$ cat config.mk
export PLATFORM = sky130hd
export DESIGN_NAME = bolme_divider
export DESIGN_NICKNAME = d
export VERILOG_FILES = /design/src/rtl/bolme_divider.sv
export SDC_FILE = /design/constraint.sdc
export NUM_CORES = 1
export LEC_CHECK = 0
export ABC_AREA = 1
export ABC_CLOCK_PERIOD_IN_PS = 1950
export CORE_UTILIZATION = 53
export CTS_CLUSTER_SIZE = 10
export DETAILED_ROUTE_END_ITERATION = 10
export GPL_TIMING_DRIVEN = 0
export PLACE_DENSITY = 0.83
export SLEW_MARGIN = 10
export SYNTH_ARGS = -nofsm -noshare
export SYNTH_HDL_FRONTEND = slang
export SYNTH_SLANG_ARGS = --single-unit
export TNS_END_PERCENT = 100
$ cat constraint.sdc
create_clock -name clk -period 1.95 [get_ports clk]
set_input_delay 0.195 -clock clk [delete_from_list [all_inputs] [get_ports clk]]
set_output_delay 0.195 -clock clk [all_outputs]
set_load 0.02 [all_outputs]
$ cat src/rtl/bolme_divider.sv
// 4-bit unsigned restoring divider, one quotient bit per clock behind a start/done handshake.
// Divide-by-zero returns quotient 4'hF, remainder = dividend and raises divisor_zero.
//
// state | meaning
// IDLE  | waiting for start, operands latched on acceptance
// CALC  | shift-subtract, one quotient bit per cycle, MSB first
// DONE  | result ready internally; published with the done pulse on exit
module bolme_divider (
    input  logic       clk,
    input  logic       rst,
    input  logic       start,
    input  logic [3:0] bolunen,
    input  logic [3:0] bolen,
    output logic [3:0] kalan,
    output logic [3:0] bolum,
    output logic       done,
    output logic       divisor_zero
);

    typedef enum logic [1:0] {
        IDLE = 2'd0,
        CALC = 2'd1,
        DONE = 2'd2
    } state_t;

    state_t     state;
    state_t     state_nx;
    logic [4:0] rem;
    logic [3:0] dvd;
    logic [3:0] dvs;
    logic [3:0] quo;
    logic [1:0] cnt;
    logic       dz_pend;
    logic [4:0] rem_shift;
    logic [4:0] rem_sub;
    logic       fits;

    always_comb begin
        rem_shift = {rem[3:0], dvd[3]};
        fits      = (rem_shift >= {1'b0, dvs});
        rem_sub   = rem_shift - {1'b0, dvs};
    end

    always_comb begin
        state_nx = state;
        case (state)
            IDLE: begin
                if (start) begin
                    state_nx = (bolen == 4'd0) ? DONE : CALC;
                end
            end
            CALC: begin
                if (cnt == 2'd0) begin
                    state_nx = DONE;
                end
            end
            DONE:    state_nx = IDLE;
            default: state_nx = IDLE;
        endcase
    end

    always_ff @(posedge clk or posedge rst) begin
        if (rst) begin
            state <= IDLE;
        end else begin
            state <= state_nx;
        end
    end

    // Outputs are published on the DONE->IDLE edge so done and the result move together.
    always_ff @(posedge clk or posedge rst) begin
        if (rst) begin
            rem          <= 5'd0;
            dvd          <= 4'd0;
            dvs          <= 4'd0;
            quo          <= 4'd0;
            cnt          <= 2'd0;
            dz_pend      <= 1'b0;
            bolum        <= 4'd0;
            kalan        <= 4'd0;
            done         <= 1'b0;
            divisor_zero <= 1'b0;
        end else begin
            done <= 1'b0;
            case (state)
                IDLE: begin
                    if (start) begin
                        dvs <= bolen;
                        if (bolen == 4'd0) begin
                            quo     <= 4'hF;
                            rem     <= {1'b0, bolunen};
                            dvd     <= 4'd0;
                            dz_pend <= 1'b1;
                        end else begin
                            quo     <= 4'd0;
                            rem     <= 5'd0;
                            dvd     <= bolunen;
                            cnt     <= 2'd3;
                            dz_pend <= 1'b0;
                        end
                    end
                end
                CALC: begin
                    rem <= fits ? rem_sub : rem_shift;
                    dvd <= {dvd[2:0], 1'b0};
                    quo <= {quo[2:0], fits};
                    cnt <= cnt - 2'd1;
                end
                DONE: begin
                    bolum        <= quo;
                    kalan        <= rem[3:0];
                    divisor_zero <= dz_pend;
                    done         <= 1'b1;
                end
                default: ;
            endcase
        end
    end

endmodule

# Word-level counts from Yosys, hierarchy flattened
# Cells that the tools add are included.
# word_totals
output_inout_bits,10
register_bits,31
word_cells,46
# classes
mux,19
addsub,2
eq_ne,5
reduce_logical,8
magnitude_cmp,1
# op_table
operator,count
two-way mux 4 bit,7
one-hot mux 4 bit (2 select lines),3
two-way mux 2 bit,5
one-hot mux 2 bit (2 select lines),2
inequality test 2 bit (second input constant),3
AND reduction 2 bit,3
greater-or-equal comparator 5 x 4 -> 1 bit,1
zero test 2 bit,2
zero test 4 bit,1
subtractor 4 bit,1
AND reduction 3 bit,1
equality test 2 x 1 -> 1 bit (second input constant),1
equality test 2 bit (second input constant),1
two-way mux 1 bit,2
nonzero test 2 bit,1
subtractor 2 x 1 -> 2 bit (second input constant),1

# Logic depth before layout (Yosys ltp)
# Gate-level depths: netlist of run 1.
# depth
depth_word,4
depth_mapped,11
mapped_depth_nobuf,11

# Worst setup path after synthesis of run 1
# Ideal clock, no wire load.
# synth_timing
path_type,register to register
start,register rem[1]
end,register rem[0]
path_buffers,0
arrival_time_ps,1361
stages_incl_launch_ff,10
slack_ps,474
t_required_ps,1835
path_cell_list,dfrtp_1 > ha_1 > a21oi_1 > nand2_1 > nand2_2 > nand2_2 > nand2_1 > nand2_1 > o21ai_2 > inv_2
# synth_via
elab_chain_cells,3
# synth_rtl
element,line,source
from (decl),28,logic [4:0] rem;
from (signal assigned),91,"rem <= {1'b0, bolunen};"
from (signal assigned),104,rem <= fits ? rem_sub : rem_shift;
greater-or-equal comparator 5 x 4 -> 1 bit,40,"fits = (rem_shift >= {1'b0, dvs});"
two-way mux 4 bit,104,
one-hot mux 4 bit (2 select lines),85,case (state)
# No other way between the ends.
# A chain may end at the register's enable or synchronous reset.

# Final worst setup path of run 1
# Ends and elaborated chain as after synthesis.

==> results of run 1 <==
-- worst max-delay path: stages, from the launching register on --
cell and delay, ns:
dfrtp_1 0.42, ha_1 0.36, a21oi_1 0.16, nand2_1 0.11, nand2_2 0.11, nand2_2 0.09
nand2_1 0.07, nand2_1 0.06, o21ai_2 0.13, inv_2 0.04
-- cells in the mapped netlist --
cell	n	area, um^2
xnor2_1	1	8.76
a21oi_1	9	45.0
nor2_1	8	30.0
a22oi_2	1	12.5
o21ai_2	3	26.3
o21a_1	1	7.51
a211oi_2	1	12.5
o21ai_0	6	30.0
inv_2	6	22.5
o221ai_1	3	26.3
o211ai_2	1	12.5
clkinv_1	5	18.8
nand4_2	1	12.5
nor2_4	1	11.3
dfrtp_1	31	776
buf_6	1	11.3
inv_1	20	75.1
a21oi_2	1	8.76
fa_1	1	20.0
clkinv_2	1	5.00
o211ai_1	1	7.51
ha_1	5	62.6
o21ai_1	9	45.0
or2_4	1	8.76
nand2_4	3	33.8
nor2_2	2	12.5
nand3_1	9	45.0
inv_4	1	6.26
nand2_2	2	12.5
buf_4	1	7.51
nand2_1	34	128
-- layout make-up --
cell class	count	area (um^2)
Multi-Input combinational cell	104	619
Sequential cell	31	776
Clock buffer	6	51.3
Tap cell	31	38.8
Timing Repair Buffer	20	200
Inverter	33	128
Fill cell	243	921
Buffer	2	18.8
Clock inverter	1	5.00
-- power by group --
group,leakage (nW),internal (mW),total [mW],switching (mW)
logic,0.464,0.721,1.80,1.08
clock network,0.0341,0.167,0.376,0.210
registers,0.388,0.933,1.09,0.154
total,0.886,1.82,3.27,1.45
-- cell families after synthesis --
logic type	Yosys count	synth area share
AOI/OAI and AO/OA	36	0.152
xor gates and xnor gates	1	0.00568
adders and majority gates	6	0.0536
buffers and inverters	35	0.0950
DFF	31	0.503
and+or+nand+nor	61	0.191
-- metal layers --
metal,share of wire,global-route usage,vias to the layer above
li1,-,-,596
met1,0.42,0.241,541
met2,0.49,0.372,45
met3,0.076,0.0791,14
met4,0.021,0.0801,0
met5,0,0,-
-- stage by stage --
step / util / area, um^2
after detailed placement: 0.646 / 1780
after global routing: 0.666 / 1840
final: 0.666 / 1840
after CTS: 0.666 / 1840
after global placement: 0.646 / 1780
after floorplan: - / 1540
-- placed cells by master, fill, tap and decap left out, types with 2 or more instances in the layout --
cell and instances:
nand2_1 34, dfrtp_1 31, clkdlybuf4s50_1 20, inv_1 19, o21ai_1 9, a21oi_1 9
nand3_1 9, nor2_1 8, inv_2 7, o21ai_0 6, clkinv_1 5, ha_1 5
clkbuf_4 5, nand2_4 3, o221ai_1 3, o21ai_2 3, clkinv_2 2, nor2_2 2
nand2_2 2
-- worst paths after layout --
check | slack, ns | cells after the start | end | start
setup / recovery | 0.29 | 9 | rem[0] | rem[1]
hold / removal | 0.26 | 2 | dz_pend | rst
setup reg to reg | 0.29 | 9 | rem[0] | rem[1]
hold reg to reg | 0.49 | 2 | kalan[3] | kalan[3]
max in group asynchronous | 1.28 | 2 | rem[0] | rst
min in group clk | 0.45 | 3 | dvd[0] | bolunen[0]
-- registers in the layout, summed over array words and instances, names as in the netlist --
register	flops
kalan	4
divisor_zero	1
dz_pend	1
dvd	4
dvs	4
quo	4
rem	4
bolum	4
done	1
state	2
cnt	2
==> flow_metrics.py, run 1 <==
metrics = {
    "cts": {
        "cts_resized": 0,
        "path_clk_slew_ns": 0.10,
        "clk-insertion-delay-late_ns": 0.33,
        "clockBufferDepth": 2,
        "cts_sinks": 31,
        "cts_setup_buffers": 0,
        "cts_tree": "yes",
        "postCtsHoldBufs": 0,
        "cts-htree-levels": 2,
        "cts_inserted_buffers": 5,
        "clockRootBuffer": "clkbuf_4",
    },
    "worst_setup_path": {
        "crit_path_end_kind": "flip-flop",
        "critPathKind": "reg -> reg",
        "cp.arrival_ns": 1.88,
        "start_kind": "flip-flop",
        "required_ns": 2.17,
        "worstPathMaxFanout": 5,
    },
    "synth": {
        "synthCells": 170,
        "ys_ff_latch": 31,
        "synth_nets": 187,
        "ys_seq_area_frac": 0.503,
        "synth_warnings": 0,
        "synth_area_per_cell_um2": 9.07,
        "synth_cell_types": 31,
        "synth_area_um2": 1540,
    },
    "grt": {
        "grt_usage": 0.214,
        "grt_pass1_wl_um": 5110,
        "grt_max_degree": 32,
        "antenna_found_initial": 0,
        "grt_pass1_vias": 1202,
        "grt_overflow": 0,
    },
    "timing": {
        "worst_slack_ns": 0.291,
        "slew_viol_final": 0,
        "max-slew-margin-rel": 0.579,
        "hold_ws_ns": 0.263,
        "fmax_ghz": 0.603,
        "hold_violations": 0,
        "tns_ns": 0,
        "worst_slew_pin_slew_ns": 0.631,
        "skew_ns": 0.00727,
        "finalCritPeriodShare": 0.851,
        "min_period_ns": 1.66,
        "setup_viol": 0,
        "rsz0062_at_grt": "no",
    },
    "drt": {
        "wl_per_cell_um": 12.4,
        "ant_nets": 0,
        "drtIter0Drc": 34,
        "wirelength_um": 2820,
        "drt-vias-per-instance": 5.25,
        "drcViolationCount": 0,
        "firstDrtPassIters": 4,
        "dr_total_vias": 1196,
    },
    "power": {
        "vdd_drop_max_mv": 1.12,
        "finalPower_mw": 3.27,
        "power.density_nw_per_um2": 1780,
        "leakage_nw": 0.886,
    },
    "die": {
        "die_h_um": 55.9,
        "die_w_um": 55.9,
        "dieArea_um2": 3130,
        "core_area_um2": 2760,
        "rows": 19,
        "start_util": 0.559,
        "ios": 21,
    },
    "cells_and_area": {
        "drive_gt1_frac": 0.178,
        "area.growth.synth_to_final_pct": 19.2,
        "final_cells": 228,
        "antenna_cells": 0,
        "fin_nets": 214,
    },
    "placed_design": {
        "pre_cts_ws_ns": 0.303,
        "dp.final_hpwl_um": 2190,
        "io_buffers": 20,
        "gp_congestion": 0.846,
        "dpl.cell_count": 221,
    },
    "min_path": {
        "hp-class": "in -> async",
    },
    "status": {
        "status": "completed",
    },
    "flow_run": {
        "cap_violations": 0,
    },
}
No activity file was read; power rests on OpenSTA's default activity.
==> run 2, diff against run 1 <==
Settings changed: GPL_TIMING_DRIVEN 0 to 1.
==> run 2 against run 1 <==
  * Utilization is 0.68 points higher
  * Critical path type unchanged
  * Cell count stayed put
  * First-iteration DRC count is 2.9% higher
  * Routed wire length is 0.11% lower
  * Highest routed layer unchanged
  * Sequential share of layout area is 0.43 points lower
  * Maximum frequency is 1.7% higher
  * Clock power is 38% higher
==> flow_metrics.py, run 2 (synthesis results as in run 1) <==
metrics = {
    "status": {
        "status": "completed",
    },
    "cells_and_area": {
        "drive_gt1_frac": 0.173,
        "final_common_cell": "nand2_1",
        "area.growth.synth_to_final_pct": 20.4,
        "design_area_um2": 1860,
        "antenna_cells": 0,
        "most-common-layout-cells": "34 x nand2_1, 31 x dfrtp_1, 20 x inv_1, 20 x clkdlybuf4s50_1",
        "fin_nets": 213,
        "final_util": 0.673,
        "fillers": 232,
    },
    "worst_setup_path": {
        "crit_buf_inv": 1,
        "critPathKind": "reg -> reg",
        "required_ns": 2.17,
        "start_kind": "flip-flop",
        "path_cells": "ha_1, a21oi_1, nand2_1, nand2_2, nand2_2, nand2_1, nand2_1, o21ai_2, inv_2",
        "cp.arrival_ns": 1.86,
        "slowest_stage": "dfrtp_1",
        "cpMostUsedCell": "nand2_1",
        "crit_path_end_kind": "flip-flop",
        "slowest_delay_ns": 0.42,
        "critical_path.top_delay_family": "simple AND/OR/NAND/NOR gates",
        "worstPathMaxFanout": 5,
    },
    "cts": {
        "cts_setup_buffers": 0,
        "cts-htree-levels": 2,
        "clk-insertion-delay-late_ns": 0.33,
        "clockRootBuffer": "clkbuf_4",
        "postCtsHoldBufs": 0,
        "cts_tree": "yes",
        "cts_resized": 0,
        "cts_inserted_buffers": 5,
        "cts_sinks": 31,
        "path_clk_slew_ns": 0.10,
        "clockBufferDepth": 2,
    },
    "timing": {
        "skew_ns": 0.00998,
        "min_period_ns": 1.63,
        "worst_slack_ns": 0.319,
        "slew_viol_final": 0,
        "setup_viol": 0,
        "fmax_ghz": 0.613,
        "max-slew-margin-rel": 0.747,
        "finalCritPeriodShare": 0.837,
        "rsz0062_at_grt": "no",
        "hold_violations": 0,
        "worst_slew_pin_slew_ns": 0.379,
        "tns_ns": 0,
    },
    "drt": {
        "dr_total_vias": 1204,
        "firstDrtPassIters": 4,
        "drtIter0Drc": 35,
        "drt-vias-per-instance": 5.28,
        "drcViolationCount": 0,
        "wirelength_um": 2820,
        "wl_per_cell_um": 12.4,
        "ant_nets": 0,
    },
    "power": {
        "power.density_nw_per_um2": 1840,
        "switching_share": 0.432,
        "switching_power_mw": 1.47,
        "combPwrFrac": 0.527,
        "leakage_nw": 0.896,
        "pwr-share-seq": 0.320,
        "pwr-share-clk": 0.153,
        "p_int_mw": 1.93,
        "finalPower_mw": 3.41,
        "vdd_drop_max_mv": 1.23,
    },
    "placed_design": {
        "io_buffers": 20,
        "dp.final_hpwl_um": 2160,
        "gp_congestion": 0.874,
        "placed_area_um2": 1770,
        "pre_cts_ws_ns": 0.352,
    },
    "die": {
        "die_w_um": 55.9,
        "dieArea_um2": 3130,
        "start_util": 0.559,
        "die_h_um": 55.9,
        "core_area_um2": 2760,
        "ios": 21,
        "rows": 19,
    },
    "grt": {
        "grt_pass1_wl_um": 4870,
        "grt_pass1_vias": 1144,
        "grt_max_degree": 32,
        "grt_usage": 0.206,
        "grt_overflow": 0,
        "antenna_found_initial": 0,
    },
    "min_path": {
        "hp-class": "in -> async",
    },
    "flow_run": {
        "cap_violations": 0,
    },
}
-- run 2: changes by cell type in the layout (fill, tap and decap cells not counted), sizes merged --
| cell | previous run | this run |
|---|---|---|
| buf | 2 | 1 |
| bufinv | 0 | 1 |
-- run 2: area by class of cell --
cell class	instances	area (um^2)	share of cell area
multi-input combinational	104	619	0.334
clock buffer	6	51.3	0.0276
clock inverter	2	35.0	0.0189
timing repair buffer	21	208	0.112
sequential	31	776	0.418
tap	31	38.8	0.0209
inverter	33	128	0.0688
-- run 2: layer usage --
layer  share of wire  track usage  up-vias
li1                -            -      600
met1            0.43        0.241      553
met2            0.49        0.346       44
met3           0.056       0.0488        7
met4           0.023        0.118        0
met5               0            0        -
-- run 2: power by group through the flow --
stage               registers (mW)  logic (mW)  clock network, mW
detailed placement            1.11        1.79                  0
global route                  1.13        2.01              0.563
global placement              1.09        1.70                  0
CTS                           1.10        1.79              0.533
floorplan                     1.19        1.24                  0
finish                        1.09        1.80              0.520
-- run 2: worst min-delay path, stage by stage --
cell,delay [ns]
clkdlybuf4s50_1,0.40
inv_1,0.05
buf_4,0.34
-- run 2: final timing paths --
| check | from | to | slack [ns] | cells past startpoint |
|---|---|---|---|---|
| max in group asynchronous | rst | kalan[3] | 1.44 | 3 |
| setup / recovery | rem[1] | rem[0] | 0.32 | 9 |
| hold reg to reg | kalan[3] | kalan[3] | 0.48 | 2 |
| hold / removal | rst | bolum[0] | 0.23 | 3 |
| min in group clk | bolunen[0] | dvd[0] | 0.44 | 3 |
| setup reg to reg | rem[1] | rem[0] | 0.32 | 9 |
-- run 2: through the flow --
step	hold slack (ns)	std cells
after floorplan	0.299	170
after global placement	0.454	220
after detailed placement	0.466	220
after CTS	0.244	228
after global routing	0.270	228
final	0.233	228
